--- config.mk ---
export PLATFORM = sky130hd
export DESIGN_NAME = fk_seq_engine_flat
export DESIGN_NICKNAME = d
export VERILOG_FILES = /design/src/rtl/fk_seq_engine_if.sv /design/src/rtl/fk_seq_engine.sv /design/src/flat_wrapper.sv
export SDC_FILE = /design/constraint.sdc
export NUM_CORES = 1
export LEC_CHECK = 0
export BUFFER_PORTS_ARGS = -buffer_cell sky130_fd_sc_hd__buf_2
export CAP_MARGIN = 20
export CORE_ASPECT_RATIO = 1.25
export CORE_UTILIZATION = 35
export DETAILED_ROUTE_END_ITERATION = 16
export GPL_ROUTABILITY_DRIVEN = 0
export GPL_TIMING_DRIVEN = 0
export SETUP_SLACK_MARGIN = 0.15
export SYNTH_ARGS = -nofsm -noshare
export SYNTH_HDL_FRONTEND = slang
export SYNTH_SLANG_ARGS = --single-unit
--- constraint.sdc ---
create_clock -name clk -period 24.2 [get_ports clk]
set_input_delay 2.42 -clock clk [delete_from_list [all_inputs] [get_ports clk]]
set_output_delay 2.42 -clock clk [all_outputs]
set_load 0.02 [all_outputs]
--- src/rtl/fk_seq_engine_if.sv ---
// Command, trig-table and result signals of the two-link SCARA forward-kinematics engine.
// The engine takes the slave side; the command source, lookup table and consumer take master.
interface fk_seq_engine_if #(
  parameter int ANG_W     = 9,
  parameter int L_W       = 14,
  parameter int TRIG_FRAC = 14
);
  logic                        in_valid;
  logic                        in_ready;
  logic signed [ANG_W-1:0]     th1;
  logic signed [ANG_W-1:0]     th2;
  logic        [L_W-1:0]       l1;
  logic        [L_W-1:0]       l2;
  logic signed [ANG_W-1:0]     trig_angle;
  logic signed [TRIG_FRAC+1:0] trig_sin;
  logic signed [TRIG_FRAC+1:0] trig_cos;
  logic                        out_valid;
  logic                        out_ready;
  logic signed [L_W+1:0]       x;
  logic signed [L_W+1:0]       y;
  logic                        err;

  modport slave (
    input  in_valid, th1, th2, l1, l2, trig_sin, trig_cos, out_ready,
    output in_ready, trig_angle, out_valid, x, y, err
  );
  modport master (
    output in_valid, th1, th2, l1, l2, trig_sin, trig_cos, out_ready,
    input  in_ready, trig_angle, out_valid, x, y, err
  );
endinterface

--- src/rtl/fk_seq_engine.sv ---
// Two-link SCARA forward kinematics: x/y from link lengths and joint angles.
// One pipelined multiplier is time-shared across the four link*trig products.
module fk_seq_engine #(
  parameter int ANG_W     = 9,
  parameter int L_W       = 14,
  parameter int TRIG_FRAC = 14,
  parameter int MUL_LAT   = 2
) (
  input logic            clk,
  input logic            reset,
  fk_seq_engine_if.slave bus
);
  localparam int T_W   = TRIG_FRAC + 2;
  localparam int P_W   = L_W + TRIG_FRAC + 2;
  localparam int A_W   = P_W + 1;
  localparam int S_W   = ANG_W + 1;
  localparam int CNT_W = $clog2(MUL_LAT + 4) + 1;

  localparam logic signed [ANG_W-1:0] A_MIN  = ANG_W'(-180);
  localparam logic signed [ANG_W-1:0] A_MAX  = ANG_W'(179);
  localparam logic signed [S_W-1:0]   S_P180 = S_W'(180);
  localparam logic signed [S_W-1:0]   S_N180 = S_W'(-180);
  localparam logic signed [S_W-1:0]   S_360  = S_W'(360);
  localparam logic signed [A_W-1:0]   HALF   = A_W'(1) << (TRIG_FRAC - 1);

  typedef enum logic [2:0] {IDLE, TRIG1, TRIG12, ISSUE, DRAIN, SUM, DONE} state_t;
  state_t r_state, w_next;

  logic signed [ANG_W-1:0] r_th1, r_th2, r_trig_angle;
  logic        [L_W-1:0]   r_l1, r_l2;
  logic signed [T_W-1:0]   r_sin1, r_cos1, r_sin12, r_cos12;
  logic        [CNT_W-1:0] r_cnt;
  logic signed [P_W-1:0]   r_mp [MUL_LAT];
  logic        [MUL_LAT-1:0] r_vld_pipe, r_sel_pipe;
  logic signed [A_W-1:0]   r_accx, r_accy;
  logic signed [L_W+1:0]   r_x, r_y;
  logic                    r_err;

  logic                    w_accept, w_oor, w_issue, w_unused;
  logic signed [S_W-1:0]   w_sum, w_wrap;
  logic        [L_W-1:0]   w_l;
  logic signed [T_W-1:0]   w_t;
  logic signed [L_W:0]     w_a;
  logic signed [P_W-1:0]   w_prod;
  logic signed [A_W-1:0]   w_pext, w_xr, w_yr;

  assign w_accept = bus.in_valid && (r_state == IDLE);
  assign w_issue  = (r_state == ISSUE);
  assign w_oor    = (r_th1 < A_MIN) || (r_th1 > A_MAX) || (r_th2 < A_MIN) || (r_th2 > A_MAX);

  // Sum one bit wider than the angles so the wrap test sees the true value.
  assign w_sum  = {r_th1[ANG_W-1], r_th1} + {r_th2[ANG_W-1], r_th2};
  assign w_wrap = (w_sum >= S_P180) ? w_sum - S_360 :
                  (w_sum <  S_N180) ? w_sum + S_360 : w_sum;

  always_comb begin
    w_l = r_l1;
    w_t = r_cos1;
    case (r_cnt[1:0])
      2'd0:    begin w_l = r_l1; w_t = r_cos1;  end
      2'd1:    begin w_l = r_l2; w_t = r_cos12; end
      2'd2:    begin w_l = r_l1; w_t = r_sin1;  end
      default: begin w_l = r_l2; w_t = r_sin12; end
    endcase
  end

  assign w_a    = {1'b0, w_l};
  assign w_prod = $signed(P_W'(w_a)) * $signed(P_W'(w_t));
  assign w_pext = {r_mp[MUL_LAT-1][P_W-1], r_mp[MUL_LAT-1]};
  assign w_xr   = r_accx + HALF;
  assign w_yr   = r_accy + HALF;
  assign w_unused = ^{w_wrap[ANG_W], w_xr[A_W-1], w_xr[TRIG_FRAC-1:0],
                      w_yr[A_W-1], w_yr[TRIG_FRAC-1:0]};

  always_ff @(posedge clk or posedge reset) begin
    if (reset) r_state <= IDLE;
    else       r_state <= w_next;
  end

  always_comb begin
    w_next = r_state;
    unique case (r_state)
      IDLE:    if (w_accept) w_next = TRIG1;
      TRIG1:   w_next = TRIG12;
      TRIG12:  w_next = w_oor ? DONE : ISSUE;
      ISSUE:   if (r_cnt == CNT_W'(3)) w_next = DRAIN;
      DRAIN:   if (r_cnt == CNT_W'(MUL_LAT - 1)) w_next = SUM;
      SUM:     w_next = DONE;
      DONE:    if (bus.out_ready) w_next = IDLE;
      default: w_next = IDLE;
    endcase
  end

  // Products leave the last stage tagged x (indices 0,1) or y (2,3).
  always_ff @(posedge clk or posedge reset) begin
    if (reset) begin
      for (int k = 0; k < MUL_LAT; k++) r_mp[k] <= '0;
      r_vld_pipe <= '0;
      r_sel_pipe <= '0;
      r_accx     <= '0;
      r_accy     <= '0;
    end else begin
      r_mp[0]       <= w_prod;
      r_vld_pipe[0] <= w_issue;
      r_sel_pipe[0] <= r_cnt[1];
      for (int k = 1; k < MUL_LAT; k++) begin
        r_mp[k]       <= r_mp[k-1];
        r_vld_pipe[k] <= r_vld_pipe[k-1];
        r_sel_pipe[k] <= r_sel_pipe[k-1];
      end
      if (w_accept) begin
        r_accx <= '0;
        r_accy <= '0;
      end else if (r_vld_pipe[MUL_LAT-1]) begin
        if (r_sel_pipe[MUL_LAT-1]) r_accy <= r_accy + w_pext;
        else                       r_accx <= r_accx + w_pext;
      end
    end
  end

  always_ff @(posedge clk or posedge reset) begin
    if (reset) begin
      r_th1 <= '0; r_th2 <= '0; r_l1 <= '0; r_l2 <= '0;
      r_trig_angle <= '0;
      r_sin1 <= '0; r_cos1 <= '0; r_sin12 <= '0; r_cos12 <= '0;
      r_cnt <= '0;
      r_x <= '0; r_y <= '0; r_err <= 1'b0;
    end else begin
      if (w_accept) begin
        r_th1 <= bus.th1; r_th2 <= bus.th2;
        r_l1  <= bus.l1;  r_l2  <= bus.l2;
        r_trig_angle <= bus.th1;
      end
      if (r_state == TRIG1) begin
        r_sin1 <= bus.trig_sin;
        r_cos1 <= bus.trig_cos;
        r_trig_angle <= w_wrap[ANG_W-1:0];
      end
      if (r_state == TRIG12) begin
        r_sin12 <= bus.trig_sin;
        r_cos12 <= bus.trig_cos;
        if (w_oor) begin
          r_x <= '0; r_y <= '0; r_err <= 1'b1;
        end
      end
      if (r_state == SUM) begin
        r_x   <= w_xr[TRIG_FRAC +: L_W+2];
        r_y   <= w_yr[TRIG_FRAC +: L_W+2];
        r_err <= 1'b0;
      end
      if ((r_state == ISSUE || r_state == DRAIN) && w_next == r_state) r_cnt <= r_cnt + CNT_W'(1);
      else                                                             r_cnt <= '0;
    end
  end

  assign bus.in_ready   = (r_state == IDLE);
  assign bus.out_valid  = (r_state == DONE);
  assign bus.trig_angle = r_trig_angle;
  assign bus.x          = r_x;
  assign bus.y          = r_y;
  assign bus.err        = r_err;
endmodule

--- src/flat_wrapper.sv ---
// flat-port wrapper written by rule: the top's interface ports become plain ports
module fk_seq_engine_flat 
#(
  parameter int ANG_W     = 9,
  parameter int L_W       = 14,
  parameter int TRIG_FRAC = 14,
  parameter int MUL_LAT   = 2
)
  (clk, reset, bus_in_valid, bus_th1, bus_th2, bus_l1, bus_l2, bus_trig_sin, bus_trig_cos, bus_out_ready, bus_in_ready, bus_trig_angle, bus_out_valid, bus_x, bus_y, bus_err);
  fk_seq_engine_if #(.ANG_W(ANG_W), .L_W(L_W), .TRIG_FRAC(TRIG_FRAC)) bus_i ();
  input logic clk;
  input logic reset;
  input wire logic [$bits(bus_i.in_valid)-1:0] bus_in_valid;
  input wire logic [$bits(bus_i.th1)-1:0] bus_th1;
  input wire logic [$bits(bus_i.th2)-1:0] bus_th2;
  input wire logic [$bits(bus_i.l1)-1:0] bus_l1;
  input wire logic [$bits(bus_i.l2)-1:0] bus_l2;
  input wire logic [$bits(bus_i.trig_sin)-1:0] bus_trig_sin;
  input wire logic [$bits(bus_i.trig_cos)-1:0] bus_trig_cos;
  input wire logic [$bits(bus_i.out_ready)-1:0] bus_out_ready;
  output wire logic [$bits(bus_i.in_ready)-1:0] bus_in_ready;
  output wire logic [$bits(bus_i.trig_angle)-1:0] bus_trig_angle;
  output wire logic [$bits(bus_i.out_valid)-1:0] bus_out_valid;
  output wire logic [$bits(bus_i.x)-1:0] bus_x;
  output wire logic [$bits(bus_i.y)-1:0] bus_y;
  output wire logic [$bits(bus_i.err)-1:0] bus_err;
  assign bus_i.in_valid = bus_in_valid;
  assign bus_i.th1 = bus_th1;
  assign bus_i.th2 = bus_th2;
  assign bus_i.l1 = bus_l1;
  assign bus_i.l2 = bus_l2;
  assign bus_i.trig_sin = bus_trig_sin;
  assign bus_i.trig_cos = bus_trig_cos;
  assign bus_i.out_ready = bus_out_ready;
  assign bus_in_ready = bus_i.in_ready;
  assign bus_trig_angle = bus_i.trig_angle;
  assign bus_out_valid = bus_i.out_valid;
  assign bus_x = bus_i.x;
  assign bus_y = bus_i.y;
  assign bus_err = bus_i.err;
  fk_seq_engine #(.ANG_W(ANG_W), .L_W(L_W), .TRIG_FRAC(TRIG_FRAC), .MUL_LAT(MUL_LAT)) u_core (.clk(clk), .reset(reset), .bus(bus_i));
endmodule
After elaboration in Yosys (flattened, before gate mapping) --
Index checks and enable logic that the tools add are counted.
Operators by class: multipliers 1, multiplexer cells 26, magnitude comparators 6, add/subtract/negate cells 8, reduce and logical (&&, ||, !) cells 17, equal/unequal tests 12
Operator list (number):
- $mux W31 | 6
- $mux W16 | 4
- $add A31 B30 Y31 | 2
- $add A30 B15 Y30 const B | 2
- $pmux W16 S3 | 1
- $mux W9 | 4
- $mul A15 B16 Y30 | 1
- $pmux W3 S7 | 1
- $gt A9 B9 Y1 const B | 2
- $lt A9 B9 Y1 const B | 2
- $mux W3 | 5
- $mux W14 | 1
- $add A9 B9 Y10 | 1
- $ge A10 B9 Y1 const B | 1
- $lt A10 B9 Y1 const B | 1
- $reduce_bool A2 Y1 | 5
- $add A9 B9 Y9 const B | 1
- $eq A3 B3 Y1 const B | 3
- $sub A9 B9 Y9 const B | 1
- $eq A3 B2 Y1 const B | 2
- $reduce_and A2 Y1 | 3
- $add A4 B1 Y4 const B | 1
- $eq A4 B1 Y1 const B | 1
- $eq A4 B2 Y1 const B | 1
- other kinds (12) | 18
Word-level totals: flip-flop bits (word level) 285, output and inout port bits 44

Depth between registers and ports, before layout --
Gate-level depths: netlist of the first run.
word-level depth 9, gate-level depth with buffers 29, mapped depth without buffers 27

Worst setup path before layout of the first run --
Ideal clock, no wire load.
kind reg-to-reg, start reg u_core.r_cnt[0], end reg u_core.r_mp[55] (netlist name), setup slack 16.514 ns, buffers on the path 4, data required time 24.120 ns, cell stages (with the launch flop) 27, period minus slack after synthesis 7.686 ns, arrival time 7.606 ns, path through dfrtp_1 > inv_1 > ha_1 > clkbuf_1 > nor2_1 > buf_1 > buf_2 > mux2i_1 > clkbuf_1 > nor2_1 > fa_1 > inv_1 > fa_1 > inv_1 > fa_1 > fa_1 > fa_1 > inv_1 > fa_1 > inv_1 > ha_1 > or3_1 > a211oi_1 > nor3_1 > a311o_1 > a21oi_1 > xnor2_1
Between the ends: word-level cells in the longest chain between the ends 4, elaborated cells on any way between the ends 7
RTL lines:
- from (decl) | line fk_seq_engine.sv:32 | logic [CNT_W-1:0] r_cnt;
- from (signal assigned) | line fk_seq_engine.sv:151 | if ((r_state == ISSUE || r_state == DRAIN) && w_next == r_state) r_cnt <= r_cnt + CNT_W'(1);
- $eq A2 B2 Y1 / $logic_not A2 Y1 (equally long branches) | line fk_seq_engine.sv:59 | case (r_cnt[1:0])
- $reduce_or A2 Y1 (no source line)
- $mux W14 | line fk_seq_engine.sv:59
- $mul A15 B16 Y30 * | line fk_seq_engine.sv:68 | assign w_prod = $signed(P_W'(w_a)) * $signed(P_W'(w_t));
- via u_core.w_prod[25] | line fk_seq_engine.sv:44 | logic signed [P_W-1:0] w_prod;
- to (signal, indexed assignment) | line fk_seq_engine.sv:107 | r_mp[k] <= r_mp[k-1];
- to (decl) | line fk_seq_engine.sv:33 | logic signed [P_W-1:0] r_mp [MUL_LAT];
The timed path passes the listed nets; every way through them passes the cells marked *. A chain may end at the register's enable or synchronous reset.

Worst setup path in the final report of the first run --
start reg u_core.r_cnt[0], end reg u_core.r_mp[59] (netlist name)
Same word-level chain as after synthesis.

==> results.toml, run 1 <==
[worst_setup_path]
start_kind = "register"
worstSetupPathType = "reg2reg"
rrSetupSlack_ps = 14110
path_max_fanout = 10
arrival_ps = 10480
crit_required_ps = 24590
critPathSlowestCell = "buf_1"
critPathBufInv = 9
critical_path.top_delay_family = "adder cells"
setup.worst_path.end_class = "register"
cpMostUsedCell = "fa_1"
cpPeakStageDelay_ps = 780

[placement]
post-place-ws_ps = 14210
port-buffer-count = 125
hpwl_um = 51200

[flow_run]
cap_violations = 0

[hold_path]
worstHoldPathType = "reg2reg"

[die]
rows = 104
io-pin-count = 126
coreArea_sq_mm = 0.0645
start_util_pct = 35.5
die_x_um = 231
fp.dieH_um = 288
fp.dieArea_sq_mm = 0.0666

[synth]
syn_inst = 2498
yosys_most_used_dff = "dfrtp_1"
synth_top_area_share_pct = 30.9
synth_edf_count = 0
post_synth.cell_area_avg_sq_um = 9.18
synth.yosys.seq_area_share_pct = 30.9
yosysTopAreaCell = "dfrtp_1"
synthArstFlopShare_pct = 100
ys_types = 86
synth_area_leaders = "dfrtp_1, fa_1, ha_1, nand2_1, inv_1"
yosysWarningCount = 0
ys_ff_latch = 283
syn_area_sq_mm = 0.0229
syn_nets = 2944

[final_layout]
antenna_cells = 0
drive_above_1_share_pct = 10.1
area_growth_pct = 12.9
nNetsFinal = 3110
final_util_pct = 40.1

[clock_network]
cts-root-buf = "clkbuf_16"
clk_pin_slew_ps = 60
post_cts_resized = 0
cts_tree = "built"
holdBufCountCts = 0
clock_path_buffers = 3
clkSinkCount = 283
numCtsBuffers = 36
post_cts_buffers = 0
clock_latency_ps = 560
htreeDepth = 2

[routing]
drtIter0Drc = 1019
wl_um = 64200
dr.pass1.iters = 5
num_vias = 17900
vias_per_cell = 5.06
drc = 0
drtAntennaViolNets = 0
post_drt_wl_per_cell_um = 18.1

[global_route]
grt-ovfl-total = 0
grt_pass1_wl_um = 103000
grt_max_degree = 113
grt_use_total_pct = 20.1
antenna_found_initial = 1
grt_pass1_vias = 18400

[sta]
tns_ps = 0
whs_ps = 343
fin_crit_ps = 10090
post-route-period-util_pct = 41.7
fmax_mhz = 99.1
setup_ws_ps = 14110
fin_skew_ps = 14.6
worst_slew_pin_slew_ps = 1110
drv_slew = 0
finalHoldViolations = 0
setup_viol = 0
relSlewSlack_pct = 23.6
rsz0062_at_grt = "false"

[outcome]
status = "completed"
## area by class of cell
class | count | area (sq um)
Buffer | 92 | 347
Clock buffer | 45 | 995
Clock inverter | 19 | 196
Fill cell | 6546 | 38700
Inverter | 299 | 1130
Multi-Input combinational cell | 1824 | 14400
Sequential cell | 283 | 7080
Tap cell | 848 | 1060
Timing Repair Buffer | 128 | 688
## layer usage
layer | global-route usage, % | share of wire [%]
met2 | 35.1 | 49
met5 | 0 | 0
met3 | 2.27 | 4.2
met1 | 24.6 | 41
met4 | 9.55 | 4.9
## cell usage in the layout, fill, tap and decap left out, types with 10 or more instances in the layout
master       n
xor2_1      42
a21oi_1    115
dfrtp_1    283
a21o_1      34
o21ai_0     69
nand2b_1    44
and3_1      25
mux2_2      46
nor2b_1     15
fa_1       217
nor2_1     213
nand2_1    456
o21a_1      13
inv_1      298
o22ai_1     34
nor3_1      24
or2_2       13
xnor2_1     60
ha_1       147
clkbuf_16   36
buf_1       10
nand3_1     43
a211oi_1    20
nand4_1     13
clkbuf_1    84
buf_2      126
o211ai_1    11
mux2i_1     33
## worst paths after layout
| check | from | end | depth (start not counted) |
|---|---|---|---|
| max | u_core.r_cnt[0] | u_core.r_mp[59] | 29 |
| min | u_core.r_mp[37] | u_core.r_mp[7] | 0 |
| max reg2reg | u_core.r_cnt[0] | u_core.r_mp[59] | 29 |
| min reg2reg | u_core.r_mp[37] | u_core.r_mp[7] | 0 |
| max in group asynchronous | reset | u_core.r_mp[51] | 3 |
| min in group asynchronous | reset | u_core.r_th1[0] | 2 |
## state kept, by name, indices dropped and copies added, names as in the netlist, 14 cells and up
register,count
u_core.bus.x,16
u_core.r_accy,30
u_core.r_sin1,16
u_core.bus.y,16
u_core.r_l1,14
u_core.r_cos12,16
u_core.r_sin12,16
u_core.r_mp,60
u_core.r_l2,14
u_core.r_cos1,16
u_core.r_accx,30
## synthesized netlist by cell type (all sizes together) (3+ instances only)
master	instances
nand3	43
o21a	13
a211o	5
a31oi	9
ha	147
o31ai	7
nor3b	8
nor4b	3
a222oi	8
nor2	213
or3	4
or2	13
nand2b	45
a21oi	116
o21ai	74
nand2	456
inv	299
o311ai	4
o22a	3
nand4	13
mux2	46
dfrtp	283
a21o	34
a211oi	21
xor2	45
a41oi	3
a2111oi	3
clkbuf	81
fa	217
o21bai	5
and3	25
o22ai	35
and2	9
and4	4
a22oi	10
xnor2	60
nand3b	4
buf	11
o211ai	13
nor2b	15
nor3	24
mux2i	33
## through the flow
step / instance area, sq um / instances
after floorplan: 22900 / 2498
after global placement: 24600 / 3471
after detailed placement: 24700 / 3474
after CTS: 25900 / 3538
after global routing: 25900 / 3538
final: 25900 / 3538
## worst reg2reg max path, delay by kind of cell, from the launching register on
| family | cells | cell delay (ps) |
|---|---|---|
| mux | 1 | 700 |
| compound gates | 6 | 1260 |
| fa+ha+maj | 8 | 3790 |
| xor+xnor | 1 | 460 |
| flops | 1 | 420 |
| buf+inv | 9 | 2400 |
| simple gates | 4 | 900 |
## cells by family (layout without fill, tap and decap cells)
logic type	count (synthesis)	after routing	synth area share, %
DFF	283	283	30.9
muxes	79	79	3.70
and+or+nand+nor	888	888	16.8
xor gates and xnor gates	105	105	4.11
adders and majority gates	364	364	27.0
buffers and inverters	391	583	6.40
AOI/OAI and AO/OA	388	388	11.1
Power of run 1 is not shown: default switching activity piles up to over one toggle a cycle in this logic, so the estimate is an artifact.
==> run 2, diff against run 1 <==
--- a/config.mk
+++ b/config.mk
@@ -5,6 +5,7 @@
 export SDC_FILE = /design/constraint.sdc
 export NUM_CORES = 1
 export LEC_CHECK = 0
+export ABC_AREA = 1
 export BUFFER_PORTS_ARGS = -buffer_cell sky130_fd_sc_hd__buf_2
 export CAP_MARGIN = 20
 export CORE_ASPECT_RATIO = 1.25
==> constraint.sdc (replaced) <==
create_clock -name clk -period 8.9 [get_ports clk]
set_input_delay 0.89 -clock clk [delete_from_list [all_inputs] [get_ports clk]]
set_output_delay 0.89 -clock clk [all_outputs]
set_load 0.02 [all_outputs]
==> results.toml, run 2 <==
[synth]
synth_area_leaders = "dfrtp_1, fa_1, nand2_1, inv_1, ha_1"
synth_top_area_share_pct = 30.6
ys_types = 50
post-synth-top-count-cell = "nand2_1"
synth.yosys.seq_area_share_pct = 30.6
syn_nets = 3302
synth_mux_area_share_pct = 0
syn_area_sq_mm = 0.0231
post_synth.cell_area_avg_sq_um = 8.09
yosys-top-cells-count = "nand2_1, inv_1, dfrtp_1"
yosysTopAreaCell = "dfrtp_1"
synth_top_family_by_area = "adder cells"
yosysWarningCount = 0
synthArstFlopShare_pct = 100
synth_xor_area_share_pct = 2.08
synth_edf_count = 0
yosys_most_used_dff = "dfrtp_1"
synthSimpleGateAreaFrac_pct = 18.5
synth-compound-area-share_pct = 12.5
syn_inst = 2856
synthAdderAreaFrac_pct = 26.7
ys_ff_latch = 283

[worst_setup_path]
critPathSlowestCell = "fa_1"
arrival_ps = 8490
critical_path.top_delay_family = "adder cells"
critPathBufInv = 9
setup.worst_path.end_class = "register"
path_max_fanout = 10
crit_required_ps = 9320
cpPeakStageDelay_ps = 560
worstSetupPathType = "reg2reg"
start_kind = "register"
rrSetupSlack_ps = 830

[outcome]
status = "completed"

[die]
coreArea_sq_mm = 0.0654
io-pin-count = 126
fp.dieH_um = 289
fp.dieArea_sq_mm = 0.0671
die_x_um = 232
rows = 105
start_util_pct = 35.3

[final_layout]
nNetsFinal = 3466
layout_commonest_cell = "nand2_1"
area_growth_pct = 12.1
final_util_pct = 39.6
regMostFlops = "u_core.r_mp"
largest_reg_flops = 60
final_cells = 3895
drive_above_1_share_pct = 7.11
fillCellCount = 6811
layout_common_cells = "nand2_1, inv_1, dfrtp_1"
reg.largest.list = "u_core.r_mp x60, u_core.r_accx x30, u_core.r_accy x30"

[sta]
relSlewSlack_pct = 24.3
whs_ps = 323
fin_crit_ps = 8070
rsz0062_at_grt = "false"
setup_viol = 0
fin_skew_ps = 14.1
post-route-period-util_pct = 90.7
worst_slew_pin_slew_ps = 1130
drv_slew = 0
tns_ps = 0
finalHoldViolations = 0
fmax_mhz = 124

[routing]
wl_um = 63800
drc = 0
post_drt_wl_per_cell_um = 16.4
dr.pass1.iters = 6
vias_per_cell = 4.91
drtAntennaViolNets = 0
num_vias = 19100
drtIter0Drc = 1194

[global_route]
grt_max_degree = 119
antenna_found_initial = 1
grt_pass1_vias = 19500
grt_use_total_pct = 19.6
grt-ovfl-total = 0
grt_pass1_wl_um = 104000

[flow_run]
cap_violations = 0

[clock_network]
cts-root-buf = "clkbuf_16"
numCtsBuffers = 30
post_cts_buffers = 0
cts_tree = "built"
clk_pin_slew_ps = 60
htreeDepth = 1
clock_path_buffers = 3
clkSinkCount = 283
holdBufCountCts = 0
clock_latency_ps = 560

[placement]
port-buffer-count = 125
dp.cells = 3842
hpwl_um = 52000

[hold_path]
worstHoldPathType = "in2async"
[run 2: cell types whose count changed after synthesis, moves of 43 or more]
cell / before / now
nand3_1: 43 / 87
nand2_1: 456 / 637
mux2_2: 46 / 0
nand2b_1: 44 / 0
inv_1: 299 / 510
o21ai_0: 69 / 251
nor2_1: 213 / 256
[run 2: what timing repair did]
action,4_1_cts,5_1_grt
endpoints found under the setup margin,0,1
resized for setup,0,1
hold endpoints to repair,0,0
[run 2: cells by family (layout without fill, tap and decap cells)]
kind of cell | after synthesis | after routing
flip-flops | 283 | 283
buffers and inverters | 586 | 768
adder cells (fa/ha/maj) | 364 | 364
other | 0 | 1
AO/OA/AOI/OAI | 513 | 513
XOR/XNOR | 54 | 54
AND/OR/NAND/NOR | 1056 | 1056
[run 2: stage by stage]
| stage | worst slack (ps) | instance area (sq um) |
|---|---|---|
| 6_report | 831 | 25900 |
| 2_1_floorplan | 203 | 23100 |
| 3_3_place_gp | -3160 | 24800 |
| 4_1_cts | 643 | 25900 |
| 5_1_grt | 291 | 25900 |
| 3_5_place_dp | 707 | 24900 |
[run 2: layer usage]
metal | global-route usage [%] | part of all wire [%] | vias to the layer above
met5 | 0 | 0 | -
met4 | 5.94 | 2.8 | 0
met3 | 1.68 | 4.2 | 83
met2 | 35.0 | 50 | 422
met1 | 25.1 | 43 | 9293
li1 | - | - | 9345
[run 2: final timing paths]
path	from	endpoint	cells after the start
min	reset	u_core.bus.trig_angle[8]	2
min in group clk	u_core.r_mp[32]	u_core.r_mp[2]	0
max in group asynchronous	reset	u_core.r_accy[4]	4
min reg2reg	u_core.r_mp[32]	u_core.r_mp[2]	0
max	u_core.r_cnt[1]	u_core.r_mp[52]	30
max reg2reg	u_core.r_cnt[1]	u_core.r_mp[52]	30
[run 2: final cells by class]
cell class,count,area (sq um),area share (%)
tap,856,1070,4.13
buffer,68,275,1.06
antenna,1,2.50,0.00966
multi-input combinational,1987,13800,53.3
inverter,518,1950,7.53
timing repair buffer,132,723,2.79
clock buffer,40,820,3.16
clock inverter,10,163,0.628
sequential,283,7080,27.3
[run 2: worst register-to-register path, delay by kind of cell (launching register included)]
kind / cells / cell delay, ps
fa+ha+maj: 8 / 3710
flops: 1 / 440
compound gates: 5 / 970
buf+inv: 9 / 1650
simple gates: 7 / 1010
xor+xnor: 1 / 180
Power of run 2 is left out for the same reason.
